===== config.mk =====
export PLATFORM = sky130hd
export DESIGN_NAME = dport_arb2
export DESIGN_NICKNAME = d
export VERILOG_FILES = /design/src/rtl/dport_arb2.sv
export SDC_FILE = /design/constraint.sdc
export NUM_CORES = 1
export LEC_CHECK = 0
export BUFFER_PORTS_ARGS = -buffer_cell sky130_fd_sc_hd__buf_2
export CORE_AREA = 2 2 151 153
export DETAILED_ROUTE_END_ITERATION = 6
export DIE_AREA = 0 0 153 155
export PLACE_DENSITY = 0.5
export SKIP_LAST_GASP = 1
export SLEW_MARGIN = 15
export SYNTH_ARGS = -nofsm -noshare
export SYNTH_HDL_FRONTEND = slang
export SYNTH_SLANG_ARGS = --single-unit
export TNS_END_PERCENT = 10

===== constraint.sdc =====
create_clock -name clk_i -period 2.8 [get_ports clk_i]
set_clock_uncertainty 0.1 [all_clocks]
set_input_delay 0.28 -clock clk_i [delete_from_list [all_inputs] [get_ports clk_i]]
set_output_delay 0.28 -clock clk_i [all_outputs]
set_load 0.1 [all_outputs]

===== src/rtl/dport_arb2.sv =====
// ---------------------------------------------------------------------------
// dport_arb2
//
// Two-requester arbiter sharing one dcache_if-style downstream port between
// the CPU load/store port (inport0) and a secondary master such as debug or
// DMA (inport1). Requests are granted round-robin. A grant that is driven but
// not accepted is locked until it is accepted or withdrawn. An in-order
// routing FIFO records the owner of every accepted request, so each
// downstream ack is steered back to the port that issued the request.
//
// Ports
//   clk_i, rst_i             clock, asynchronous active-high reset
//   inportN_*_i              upstream request (addr, wdata, rd, wr strobes,
//                            cacheable, tag, invalidate, flush), N = 0/1
//   inportN_accept_o         request of port N accepted this cycle
//   inportN_ack_o            response belongs to port N
//   inportN_error_o/data_rd_o/resp_tag_o
//                            broadcast response fields (qualified by ack)
//   outport_*_o              muxed downstream request
//   outport_accept_i/ack_i/error_i/data_rd_i/resp_tag_i
//                            downstream handshake and response
//   err_unexpected_o         sticky: ack seen with no outstanding request
// ---------------------------------------------------------------------------
module dport_arb2 #(
    parameter int MAX_OUTSTANDING = 4,
    parameter int OUT_W           = 2
) (
    input  logic        clk_i,
    input  logic        rst_i,

    input  logic [31:0] inport0_addr_i,
    input  logic [31:0] inport0_data_wr_i,
    input  logic        inport0_rd_i,
    input  logic [3:0]  inport0_wr_i,
    input  logic        inport0_cacheable_i,
    input  logic [10:0] inport0_req_tag_i,
    input  logic        inport0_invalidate_i,
    input  logic        inport0_flush_i,
    output logic        inport0_accept_o,
    output logic        inport0_ack_o,
    output logic        inport0_error_o,
    output logic [31:0] inport0_data_rd_o,
    output logic [10:0] inport0_resp_tag_o,

    input  logic [31:0] inport1_addr_i,
    input  logic [31:0] inport1_data_wr_i,
    input  logic        inport1_rd_i,
    input  logic [3:0]  inport1_wr_i,
    input  logic        inport1_cacheable_i,
    input  logic [10:0] inport1_req_tag_i,
    input  logic        inport1_invalidate_i,
    input  logic        inport1_flush_i,
    output logic        inport1_accept_o,
    output logic        inport1_ack_o,
    output logic        inport1_error_o,
    output logic [31:0] inport1_data_rd_o,
    output logic [10:0] inport1_resp_tag_o,

    output logic [31:0] outport_addr_o,
    output logic [31:0] outport_data_wr_o,
    output logic        outport_rd_o,
    output logic [3:0]  outport_wr_o,
    output logic        outport_cacheable_o,
    output logic [10:0] outport_req_tag_o,
    output logic        outport_invalidate_o,
    output logic        outport_flush_o,
    input  logic        outport_accept_i,
    input  logic        outport_ack_i,
    input  logic        outport_error_i,
    input  logic [31:0] outport_data_rd_i,
    input  logic [10:0] outport_resp_tag_i,

    output logic        err_unexpected_o
);

    localparam logic [OUT_W:0] FULL_CNT = (OUT_W+1)'(MAX_OUTSTANDING);

    // Registered state
    logic             last_q,      last_d;
    logic             lock_q,      lock_d;
    logic             lock_port_q, lock_port_d;
    logic [OUT_W-1:0] wr_ptr_q,    wr_ptr_d;
    logic [OUT_W-1:0] rd_ptr_q,    rd_ptr_d;
    logic [OUT_W:0]   count_q,     count_d;
    logic             err_q,       err_d;
    logic             fifo_q [MAX_OUTSTANDING];

    // Combinational decode
    logic req0, req1;
    logic grant;
    logic req_sel;
    logic full, empty;
    logic out_valid;
    logic fire;
    logic pop;
    logic head;

    assign req0 = inport0_rd_i | (|inport0_wr_i) | inport0_flush_i | inport0_invalidate_i;
    assign req1 = inport1_rd_i | (|inport1_wr_i) | inport1_flush_i | inport1_invalidate_i;

    assign full  = (count_q == FULL_CNT);
    assign empty = (count_q == '0);

    // Round-robin grant; a locked grant overrides arbitration so the
    // downstream request stays stable until accepted or withdrawn.
    // NOTE: every signal assigned in an always_comb gets a default first,
    // so no path through the block can leave it unassigned and infer a latch.
    always_comb begin
        grant = 1'b0;
        if (lock_q)
            grant = lock_port_q;
        else if (req0 && req1)
            grant = ~last_q;
        else if (req1)
            grant = 1'b1;
    end

    assign req_sel   = grant ? req1 : req0;
    assign out_valid = req_sel & ~full;
    assign fire      = out_valid & outport_accept_i;

    // Request mux: attributes follow the grant, strobes are blanked when full
    assign outport_addr_o       = grant ? inport1_addr_i       : inport0_addr_i;
    assign outport_data_wr_o    = grant ? inport1_data_wr_i    : inport0_data_wr_i;
    assign outport_cacheable_o  = grant ? inport1_cacheable_i  : inport0_cacheable_i;
    assign outport_req_tag_o    = grant ? inport1_req_tag_i    : inport0_req_tag_i;
    assign outport_rd_o         = (grant ? inport1_rd_i         : inport0_rd_i) & ~full;
    assign outport_wr_o         = (grant ? inport1_wr_i         : inport0_wr_i) & {4{~full}};
    assign outport_invalidate_o = (grant ? inport1_invalidate_i : inport0_invalidate_i) & ~full;
    assign outport_flush_o      = (grant ? inport1_flush_i      : inport0_flush_i) & ~full;

    assign inport0_accept_o = fire & ~grant;
    assign inport1_accept_o = fire &  grant;

    // Response routing: head of the FIFO names the owner of this ack
    assign head = fifo_q[rd_ptr_q];
    assign pop  = outport_ack_i & ~empty;

    assign inport0_ack_o      = pop & ~head;
    assign inport1_ack_o      = pop &  head;
    assign inport0_error_o    = outport_error_i;
    assign inport1_error_o    = outport_error_i;
    assign inport0_data_rd_o  = outport_data_rd_i;
    assign inport1_data_rd_o  = outport_data_rd_i;
    assign inport0_resp_tag_o = outport_resp_tag_i;
    assign inport1_resp_tag_o = outport_resp_tag_i;

    assign err_unexpected_o = err_q;

    // Next-state logic
    always_comb begin
        last_d      = last_q;
        lock_d      = out_valid & ~outport_accept_i;
        lock_port_d = lock_port_q;
        wr_ptr_d    = wr_ptr_q;
        rd_ptr_d    = rd_ptr_q;
        count_d     = count_q;
        err_d       = err_q | (outport_ack_i & empty);

        if (lock_d)
            lock_port_d = grant;

        if (fire) begin
            last_d   = grant;
            wr_ptr_d = wr_ptr_q + OUT_W'(1);
        end

        if (pop)
            rd_ptr_d = rd_ptr_q + OUT_W'(1);

        unique case ({fire, pop})
            2'b10:   count_d = count_q + (OUT_W+1)'(1);
            2'b01:   count_d = count_q - (OUT_W+1)'(1);
            default: count_d = count_q;
        endcase
    end

    // NOTE: sequential state uses non-blocking assignments so every register
    // samples the pre-edge values, independent of statement order.
    always_ff @(posedge clk_i or posedge rst_i) begin
        if (rst_i) begin
            last_q      <= 1'b1;
            lock_q      <= 1'b0;
            lock_port_q <= 1'b0;
            wr_ptr_q    <= '0;
            rd_ptr_q    <= '0;
            count_q     <= '0;
            err_q       <= 1'b0;
        end else begin
            last_q      <= last_d;
            lock_q      <= lock_d;
            lock_port_q <= lock_port_d;
            wr_ptr_q    <= wr_ptr_d;
            rd_ptr_q    <= rd_ptr_d;
            count_q     <= count_d;
            err_q       <= err_d;
        end
    end

    // NOTE: the routing storage is deliberately not reset; count_q gates
    // every read, so stale entries after reset are never observed.
    always_ff @(posedge clk_i) begin
        if (fire)
            fifo_q[wr_ptr_q] <= grant;
    end

endmodule


---- Word level (Yosys, flattened, before mapping) ----
Memory sizes are Yosys's and may differ from the RTL's.
Index checks and enable logic that the tools add are counted.
Widths: inputs -> output; s select.
word-level totals
  flip-flop bits (word level) ............. 11
  latch bits .............................. 0
  bits in writable memories ............... 4
  memory bits (read-only) ................. 0
  bits of input ports ..................... 214
  output and inout port bits .............. 176
  word-level logic and storage cells ...... 61
  memories kept ........................... 1
memory list
  memory  depth  width  read ports  clocked after Yosys merged registers in  wr ports  RTL line  RTL
  fifo_q  4      1      1           0                                        1         86        logic fifo_q [MAX_OUTSTANDING];
cells by class
  add/subtract/negate cells ............... 4
  multipliers ............................. 0
  divide/modulo/power cells ............... 0
  magnitude comparators ................... 0
  equal/unequal tests ..................... 3
  shift operators ......................... 0
  muxes and demuxes ....................... 15
  bitwise gates (word level) .............. 26
  reductions and logical operators ........ 5
operators by type and width
  kind                 number
  $mux 32              2
  $and 1x1->1          12
  $mux 11              1
  $mux 1               10
  $reduce_or 4->1      2
  $or 1x1->1           7
  $not 1->1            6
  $pmux 3 s2           1
  $add 2x1->2 const B  2
  $and 4x4->4          1
  $mux 4               1
  $add 3x1->3 const B  1
  $eq 3x3->1 const B   1
  $logic_not 3->1      1
  $sub 3x1->3 const B  1
  $eq 2x1->1 const B   1
  $eq 2x2->1 const B   1
  $reduce_bool 2->1    1
  $logic_and 1x1->1    1

---- Longest topological paths before layout ----
Gate-level depths: netlist of the first run.
  depth after elaboration ................. 12
  mapped depth ............................ 9
  depth with buffers taken out ............ 9

---- Least setup slack after synthesis of the first run ----
Ideal clock, no wire load.
  path kind ............................... input to output
  from .................................... input port inport1_wr_i[2]
  to ...................................... output port inport0_accept_o
  arrival ................................. 2.509 ns
  required time ........................... 2.420 ns
  path slack .............................. -0.089 ns
  stages .................................. 7
  buffers on the path ..................... 2
  cell sequence ........................... nor4_4 -> and2_1 -> o31a_4 -> buf_12 -> buf_12 -> inv_2 -> nor2_1
on the way
  word-level cells in the longest chain between the ends .. 11
  elaborated cells on any way between the ends .. 13
ends and longest elaborated chain
  item                                         RTL line  RTL
  start, declared                              48        input logic [3:0] inport1_wr_i,
  $reduce_or 4->1 (*)                          99        assign req1 = inport1_rd_i | (|inport1_wr_i) | inport1_flush_i | inport1_invalidate_i;
  $or 1x1->1 (*) (3 in a row)                  99
  $mux 1 or $logic_and 1x1->1 (tied branches)  114, 112
  $mux 1 (*)                                   112       else if (req0 && req1)
  $mux 1 (*)                                   110       if (lock_q)
  named net grant                              90        logic grant;
  $mux 1                                       118       assign req_sel = grant ? req1 : req0;
  $and 1x1->1                                  119       assign out_valid = req_sel & ~full;
  $and 1x1->1                                  120       assign fire = out_valid & outport_accept_i;
  $and 1x1->1 (*)                              132       assign inport0_accept_o = fire & ~grant;
  end, declared                                39        output logic inport0_accept_o,
The timed path passes the listed nets; every way through them passes the cells marked *.

---- Final worst setup path of the first run ----
  from .................................... register last_q
  to ...................................... output port outport_data_wr_o[0]
on the way
  word-level cells in the longest chain between the ends .. 4
ends and longest elaborated chain
  item                    RTL line  RTL
  start, declared         79        logic last_q, last_d;
  start signal, assigned  190       last_q <= last_d;
  $not 1->1               113       grant = ~last_q;
  $mux 1                  112
  $mux 1                  110
  $mux 32                 124       assign outport_data_wr_o = grant ? inport1_data_wr_i : inport0_data_wr_i;
  end, declared           60        output logic [31:0] outport_data_wr_o,
Every way passes these cells.

==> qor.yml, run 1 <==
fin_setup_tns_ns: 0
postRouteAntennaNets: 0
path_cells: "a21boi_2, o31a_4, buf_12, mux2_4, buf_12"
clk_pin_slew_worst_paths_ns: 0.05
layout_common_cells: "buf_2, buf_12, mux2_4, inv_1, dfrtp_1"
layout-drive-gt1-share_pct: 82.13
setup_viol_count_final: 0
cell_internal_pwr_w: 0.003315
cts-buffers-inserted: 3
cap_violations: 0
vias_per_cell: 3.503
switchingPower_w: 0.004809
hpwl_um: 10650
final_common_cell: "buf_2"
ff2ff_path_depth: 9
synth_fp_nets: 481
p_comb_share_pct: 91.3
io_pins: 390
clk_latency_ns: 0.24
routed_wl_um: 11960
leakage_nw: 2.609
die_x_um: 153
relSlewSlack_pct: 61.24
route.detailed.drc: 0
gp_congestion: 0.7456
path_delay_family: "flip-flops"
maxSlewViolCount: 0
netlist.area_leader.share_pct: 38.61
fin_area_um2: 5194
first_pass_iters: 4
numClockSinks: 15
grt_pass1_wl_um: 16530
hold_viol_final: 0
hold_end: "err_unexpected_o"
grt_use_total_pct: 9.079
hold_path.class: "in2reg"
syn_inst: 261
cp.required_ns: 2.42
yosys.area.top_type: "mux2_4"
initial_core_util_pct: 13.30
irDropWorstVdd_uv: 692.3
syn_area_um2: 2955
grt_pass1_vias: 2597
drt_iter0_drc: 96
area_delta_synth_final_pct: 75.74
cts-root-buf: "clkbuf_16"
cts_buffer_depth: 2
outcome: "completed"
nets: 652
htreeDepth: 1
r2r-end: "count_q[2]"
crit_top_cell: "buf_12"
end_kind: "output port"
worstPathArrival_ns: 2.17
overflow: 0
placed_cell_area_um2: 5101
start_kind: "flip-flop"
grt_max_degree: 23
crit_slowest_cell: "dfstp_2"
p_clk_share_pct: 3.4
synth-seq-cells: 15
critPathMaxStageDelay_ns: 0.57
numPortBuffers: 257
final_util_pct: 23.37
fin_crit_ns: 2.554
worst-path-stages: 5
fin_crit_sh_pct: 91.21
crit_type: "reg2out"
min_path_cells: 2
hp-start: "outport_ack_i"
p_sw_share_pct: 59.19
crit_buf_inv: 2
power_per_cell_area_nw_per_um2: 1564
rsz0062_at_grt: "false"
cts_tree: "done"
worstMarginPinSlew_ns: 0.5814
synthTopCellsByArea: "mux2_4, buf_4, dfrtp_1"
yosysUniqueCellTypes: 36
die-area_um2: 23720
crit_fanout: 21
synth_seq_area_share_pct: 13.42
vias: 2512
wire_per_inst_um: 16.68
power_frac_seq_pct: 5.3
timing.fmax_ghz: 0.3916
die_y_um: 155
synth_warnings: 0
syn-mean-instance-area_um2: 11.32
reg2reg_slack_ns: 0.48
r2r_start: "lock_q"
antenna_found_initial: 1
num_rows: 55
coreArea_um2: 22230
-- worst max-delay path by stage --
stage                               start                    to  slack (ns)
after CTS                          last_q  outport_data_wr_o[0]        0.19
after global routing               last_q  outport_data_wr_o[0]        0.16
after floorplan           inport0_wr_i[3]      inport1_accept_o       -0.07
after detailed placement  inport1_wr_i[2]  outport_data_wr_o[0]        0.30
final                              last_q  outport_data_wr_o[0]        0.25
after global placement    inport1_wr_i[1]  outport_data_wr_o[0]        0.28
-- cell type report --
| class | count | area [µm²] |
|---|---|---|
| multi-input combinational | 135 | 1673 |
| inverter | 14 | 52.55 |
| sequential | 15 | 396.6 |
| clock buffer | 3 | 75.07 |
| antenna | 1 | 2.502 |
| clock inverter | 1 | 5.005 |
| tap | 285 | 356.6 |
| timing repair buffer | 263 | 2633 |
| fill | 2351 | 17030 |
-- flip-flops by register name (all words and copies together) (netlist names) --
register	count
fifo_q	4
err_unexpected_o	1
wr_ptr_q	2
lock_port_q	1
lock_q	1
last_q	1
rd_ptr_q	2
count_q	3
-- per-layer routing --
metal	track usage, %	share of wire (%)
met5	0	0
met4	0.2646	0.075
met3	4.206	12
met2	16.44	52
met1	10.33	37
-- cell usage after synthesis --
cell	instances
xnor2_1	4
buf_4	88
o2111ai_4	1
xor2_1	2
a311oi_2	1
mux2_4	76
buf_8	1
and2_1	3
inv_1	13
nor3_1	3
edfxtp_1	4
mux2_2	2
nand2_1	4
a32o_1	2
a22o_1	5
buf_12	8
dfrtp_1	10
o22ai_1	1
a21boi_2	1
o31a_4	1
a21o_1	1
nand4_1	1
mux2i_1	1
a31oi_1	1
nor2_1	10
or4_1	1
inv_2	1
ha_1	5
fa_1	1
nand2b_1	1
nor4_4	2
dfstp_2	1
mux4_2	1
nor4bb_1	2
nor2b_1	1
o311a_1	1
-- logic make-up (layout without fill, tap and decap cells) --
logic type | after synthesis | after routing | share of synthesized area [%]
adders and majority gates | 6 | 6 | 2.794
AOI/OAI and AO/OA | 15 | 15 | 5.547
and+or+nand+nor | 28 | 28 | 5.928
DFF | 15 | 15 | 13.42
buffers and inverters | 111 | 281 | 30.06
xor gates and xnor gates | 6 | 6 | 1.778
other | 0 | 1 | 0
muxes | 80 | 80 | 40.47
-- power groups by stage --
stage | clock (W) | combinational [W] | sequential [W]
floorplan | 0 | 0.00579 | 0.000455
global placement | 0 | 0.00746 | 0.000431
detailed placement | 0 | 0.00747 | 0.000434
CTS | 0.000285 | 0.00749 | 0.000430
global route | 0.000294 | 0.00763 | 0.000447
finish | 0.000278 | 0.00742 | 0.000431
-- per-stage QoR --
| stage | std cells | total power, W | setup slack [ns] | hold slack (ns) |
|---|---|---|---|---|
| after floorplan | 261 | 0.006246 | -0.06789 | 0.03172 |
| after global routing | 716 | 0.008366 | 0.1644 | 0.1689 |
| after detailed placement | 711 | 0.007899 | 0.2976 | 0.2159 |
| after CTS | 716 | 0.008200 | 0.1924 | 0.1525 |
| final | 717 | 0.008125 | 0.2462 | 0.1579 |
| after global placement | 711 | 0.007887 | 0.2846 | 0.2120 |
-- what timing repair did --
action                                  in CTS  in global routing
hold buffers                                 1                  0
endpoints found under the hold margin       10                  0
endpoints found under the setup margin       0                  0
resized for setup                            0                  0
setup buffers                                0                  0
No activity file was read; power rests on OpenSTA's default activity.
==> inputs of run 2 (changes only) <==
--- a/config.mk
+++ b/config.mk
@@ -5,11 +5,12 @@
 export SDC_FILE = /design/constraint.sdc
 export NUM_CORES = 1
 export LEC_CHECK = 0
+export ABC_AREA = 1
 export BUFFER_PORTS_ARGS = -buffer_cell sky130_fd_sc_hd__buf_2
-export CORE_AREA = 2 2 151 153
+export CORE_AREA = 2 2 153 155
 export DETAILED_ROUTE_END_ITERATION = 6
-export DIE_AREA = 0 0 153 155
-export PLACE_DENSITY = 0.5
+export DIE_AREA = 0 0 155 157
+export PLACE_DENSITY = 0.48
 export SKIP_LAST_GASP = 1
 export SLEW_MARGIN = 15
 export SYNTH_ARGS = -nofsm -noshare
==> qor.yml, run 2 <==
outcome: "completed"
grt_pass1_vias: 2967
overflow: 0
syn-mean-instance-area_um2: 5.656
synthTopCellsByArea: "nand2_1, buf_4, dfrtp_1"
start_kind: "flip-flop"
numPortBuffers: 257
pre_cts_ws_ns: 0.2563
timing.fmax_ghz: 0.4238
synth_fp_nets: 679
reg_top3: "fifo_q (4), count_q (3)"
nets: 840
grt_pass1_wl_um: 17000
routed.top_layer: "met4"
vias_per_cell: 3.466
synth-main-ff-cell: "dfrtp_1"
cts_tree: "done"
layout-drive-gt1-share_pct: 43.46
gp_congestion: 0.7376
netlist.area_leader.share_pct: 35.71
fin_ws_ns: 0.4406
hold_path.class: "in2reg"
clk_pin_slew_worst_paths_ns: 0.05
worstMarginPinSlew_ns: 0.5322
relSlewSlack_pct: 64.52
rsz0062_at_grt: "false"
fin_crit_ns: 2.359
die-area_um2: 24340
fillers: 2520
routed_wl_um: 12380
first_pass_iters: 4
met1_length_um: 3977
crit_fanout: 8
syn_inst: 459
cp.required_ns: 2.42
synth-seq-cells: 15
num_rows: 55
regMostFlops: "fifo_q"
final_common_cell: "nand2_1"
coreArea_um2: 22500
area_delta_synth_final_pct: 87.13
synth_warnings: 0
yosys-top-cells-count: "nand2_1, buf_4, nor2_1, inv_1, dfrtp_1"
die_y_um: 157
fin_setup_tns_ns: 0
grt_use_total_pct: 9.124
async_flop_share_pct: 73.33
ff2ff_path_depth: 10
wl_met2_um: 6532
yosys.area.top_type: "nand2_1"
crit_type: "reg2out"
n_antenna_cell: 0
cts-root-buf: "clkbuf_16"
antenna_found_initial: 0
register_area_um2: 396.6
end_kind: "output port"
hpwl_um: 11050
syn_area_um2: 2596
wire_per_inst_um: 13.69
reg2reg_slack_ns: 0.56
min_path_cells: 3
cts_buffer_depth: 2
multiInputGateArea_um2: 1308
worstPathArrival_ns: 1.98
cts-buffers-inserted: 3
die_x_um: 155
largest_reg_flops: 4
htreeDepth: 1
setup_viol_count_final: 0
hold_viol_final: 0
yosysMostFrequentCell: "nand2_1"
cap_violations: 0
numClockSinks: 15
drt_iter0_drc: 167
io_pins: 390
synth_seq_area_share_pct: 15.28
route.detailed.drc: 0
vias: 3133
postRouteAntennaNets: 0
yosysUniqueCellTypes: 25
grt_max_degree: 84
clk_latency_ns: 0.24
maxSlewViolCount: 0
layout_common_cells: "nand2_1, buf_2, buf_12, nor2_1, inv_1"
fin_crit_sh_pct: 84.26
met3RoutedLength_um: 1701
synth-edff-count: 4
initial_core_util_pct: 11.54
-- run 2: cell type report --
| type | instances | share of cell area, % |
|---|---|---|
| timing repair buffer | 262 | 54.08 |
| multi-input combinational | 314 | 26.91 |
| sequential | 15 | 8.164 |
| tap | 285 | 7.340 |
| inverter | 24 | 1.854 |
| clock buffer | 3 | 1.545 |
| clock inverter | 1 | 0.1030 |
-- run 2: kinds of logic (layout without fill, tap and decap cells) --
| group | after synthesis | in the layout | share of synthesized area (%) |
|---|---|---|---|
| fa+ha+maj | 6 | 6 | 3.181 |
| buf+inv | 130 | 290 | 34.55 |
| simple gates | 290 | 290 | 42.84 |
| xor+xnor | 3 | 3 | 1.012 |
| compound gates | 15 | 15 | 3.132 |
| flops | 15 | 15 | 15.28 |
-- run 2: layer usage --
layer,track usage (%),vias to the layer above
met4,1.852,0
met1,8.651,1264
met2,17.65,244
met3,4.570,19
li1,-,1606
met5,0,-
-- run 2: what timing repair did --
action,CTS,global route
endpoints found under the setup margin,0,0
resized for setup,0,0
buffers inserted,0,0
hold buffers,1,0
hold endpoints to repair,10,0
-- run 2: worst max-delay path, cell delays in order, from the launching register on --
cell and delay (ns):
dfrtp_1 0.38, nand2_1 0.14, inv_1 0.06, a21oi_1 0.45
nand3_2 0.14, buf_4 0.18, nor2_1 0.18, buf_12 0.20
-- run 2: final timing paths --
path / end / start
setup / recovery: inport0_accept_o / lock_port_q
hold / removal: err_unexpected_o / outport_ack_i
setup reg to reg: count_q[2] / last_q
hold reg to reg: last_q / last_q
max in group asynchronous: last_q / rst_i
min in group asynchronous: err_unexpected_o / rst_i
-- run 2: per-stage QoR --
stage	hold slack [ns]	util (%)	cells	cell area, µm²
after floorplan	0.03172	-	459	2596
after global placement	0.2112	21.19	899	4768
after detailed placement	0.2220	21.19	899	4768
after CTS	0.1943	21.59	904	4858
after global routing	0.2332	21.59	904	4858
final	0.1942	21.59	904	4858
Power of run 2 is not shown: default switching activity piles up to over one toggle a cycle in this logic, so the estimate is an artifact.
==> inputs of run 3 (changes only) <==
==> constraint.sdc (replaced) <==
create_clock -name clk_i -period 2.3 [get_ports clk_i]
set_clock_uncertainty 0.1 [all_clocks]
set_input_delay 0.23 -clock clk_i [delete_from_list [all_inputs] [get_ports clk_i]]
set_output_delay 0.23 -clock clk_i [all_outputs]
set_load 0.1 [all_outputs]
==> qor.yml, run 3 (synthesized netlist as in run 2, its figures left out) <==
fin_crit_ns: 2.219
drt_iter0_drc: 170
timing.fmax_ghz: 0.4506
path_cells: "o21ai_1, nand2_1, buf_4, nand2_8, inv_6, buf_12, nor2_1, nor2_2, buf_12"
grt_max_degree: 43
grt_use_total_pct: 9.674
numPortBuffers: 257
multiInputGateArea_um2: 1351
initial_core_util_pct: 11.54
cts-root-buf: "clkbuf_16"
critPathMaxStageDelay_ns: 0.52
htreeDepth: 1
cts_setup_buffers: 0
worst-path-stages: 9
start_kind: "flip-flop"
end_kind: "output port"
fillers: 2489
reg2reg_slack_ns: 0.20
cts_buffer_depth: 2
coreArea_um2: 22500
numClockSinks: 15
hold_path.class: "in2reg"
regMostFlops: "fifo_q"
maxSlewViolCount: 0
largest_reg_flops: 4
grt_pass1_wl_um: 17880
crit_start: "last_q"
die_x_um: 155
hold_viol_final: 0
grt_pass1_vias: 3013
area_delta_synth_final_pct: 98.12
cap_violations: 0
final_util_pct: 22.86
rsz0062_at_grt: "true"
worstMarginPinSlew_ns: 0.4846
crit_end: "outport_rd_o"
vias_per_cell: 3.485
cts-buffers-inserted: 3
fin_crit_sh_pct: 96.50
crit_top_cell: "buf_12"
crit_slowest_cell: "dfstp_2"
clk_latency_ns: 0.25
r2r_start: "count_q[0]"
reg_top3: "fifo_q (4), count_q (3)"
gp_congestion: 0.7312
io_pins: 390
layout-drive-gt1-share_pct: 46.93
vias: 3206
crit_type: "reg2out"
cp.required_ns: 1.97
final_common_cell: "nand2_1"
relSlewSlack_pct: 67.91
outcome: "completed"
setup_viol_count_final: 0
hpwl_um: 11380
wire_per_inst_um: 14.83
postRouteAntennaNets: 0
crit_buf_inv: 4
first_pass_iters: 4
ff2ff_path_depth: 9
layout_common_cells: "nand2_1, buf_2, buf_12, nor2_1, inv_1"
register_area_um2: 396.6
cts_tree: "done"
crit_fanout: 18
routed_wl_um: 13650
worstPathArrival_ns: 1.89
path_delay_family: "buffers and inverters"
die-area_um2: 24340
num_rows: 55
r2r-end: "count_q[2]"
nets: 856
antenna_found_initial: 0
overflow: 0
route.detailed.drc: 0
n_antenna_cell: 0
die_y_um: 157
clk_pin_slew_worst_paths_ns: 0.05
==> run 3: worst register-to-register path: cells and delay by family (launching register included) <==
kind            cells  cell delay [ns]
compound gates      3             0.36
buf+inv             1             0.05
flops               1             0.40
simple gates        2             0.39
xor+xnor            1             0.15
fa+ha+maj           2             0.52
==> run 3: timing repair <==
| action | in CTS | in global routing |
|---|---|---|
| hold buffers | 1 | 0 |
| resized for setup | 0 | 21 |
| hold endpoints to repair | 10 | 0 |
| setup endpoints to repair | 0 | 83 |
==> run 3: worst min-delay path by stage <==
stage | start | to | slack, ns | cells past startpoint
global route | outport_ack_i | err_unexpected_o | 0.17 | 3
global placement | rst_i | err_unexpected_o | 0.17 | 2
floorplan | rst_i | count_q[0] | -0.02 | 1
detailed placement | rst_i | err_unexpected_o | 0.17 | 2
finish | outport_ack_i | err_unexpected_o | 0.15 | 3
CTS | outport_ack_i | err_unexpected_o | 0.14 | 3
==> run 3: through the flow <==
step / setup slack (ns) / std cells / setup TNS [ns] / hold WS, ns / instance area (µm²)
floorplan: -0.3011 / 459 / -2.034 / -0.01828 / 2599
global placement: -0.04425 / 911 / -0.05691 / 0.1676 / 4886
detailed placement: -0.05173 / 911 / -0.05173 / 0.1736 / 4886
finish: 0.08057 / 920 / 0 / 0.1452 / 5144
global route: -0.05654 / 920 / -1.410 / 0.1685 / 5144
CTS: 0.001596 / 916 / 0 / 0.1412 / 4975
==> run 3: cell type report <==
| type | instances | area share (%) |
|---|---|---|
| timing repair buffer | 278 | 55.70 |
| clock buffer | 4 | 1.532 |
| inverter | 24 | 1.849 |
| sequential | 15 | 7.711 |
| multi-input combinational | 314 | 26.27 |
| tap | 285 | 6.933 |
==> run 3: routing by layer <==
layer  share of wire [%]  GRT usage [%]
met1                  37          10.60
met2                  51          17.84
met3                  11          3.827
met4                0.92          1.631
met5                   0              0
Power of run 3 is left out for the same reason.
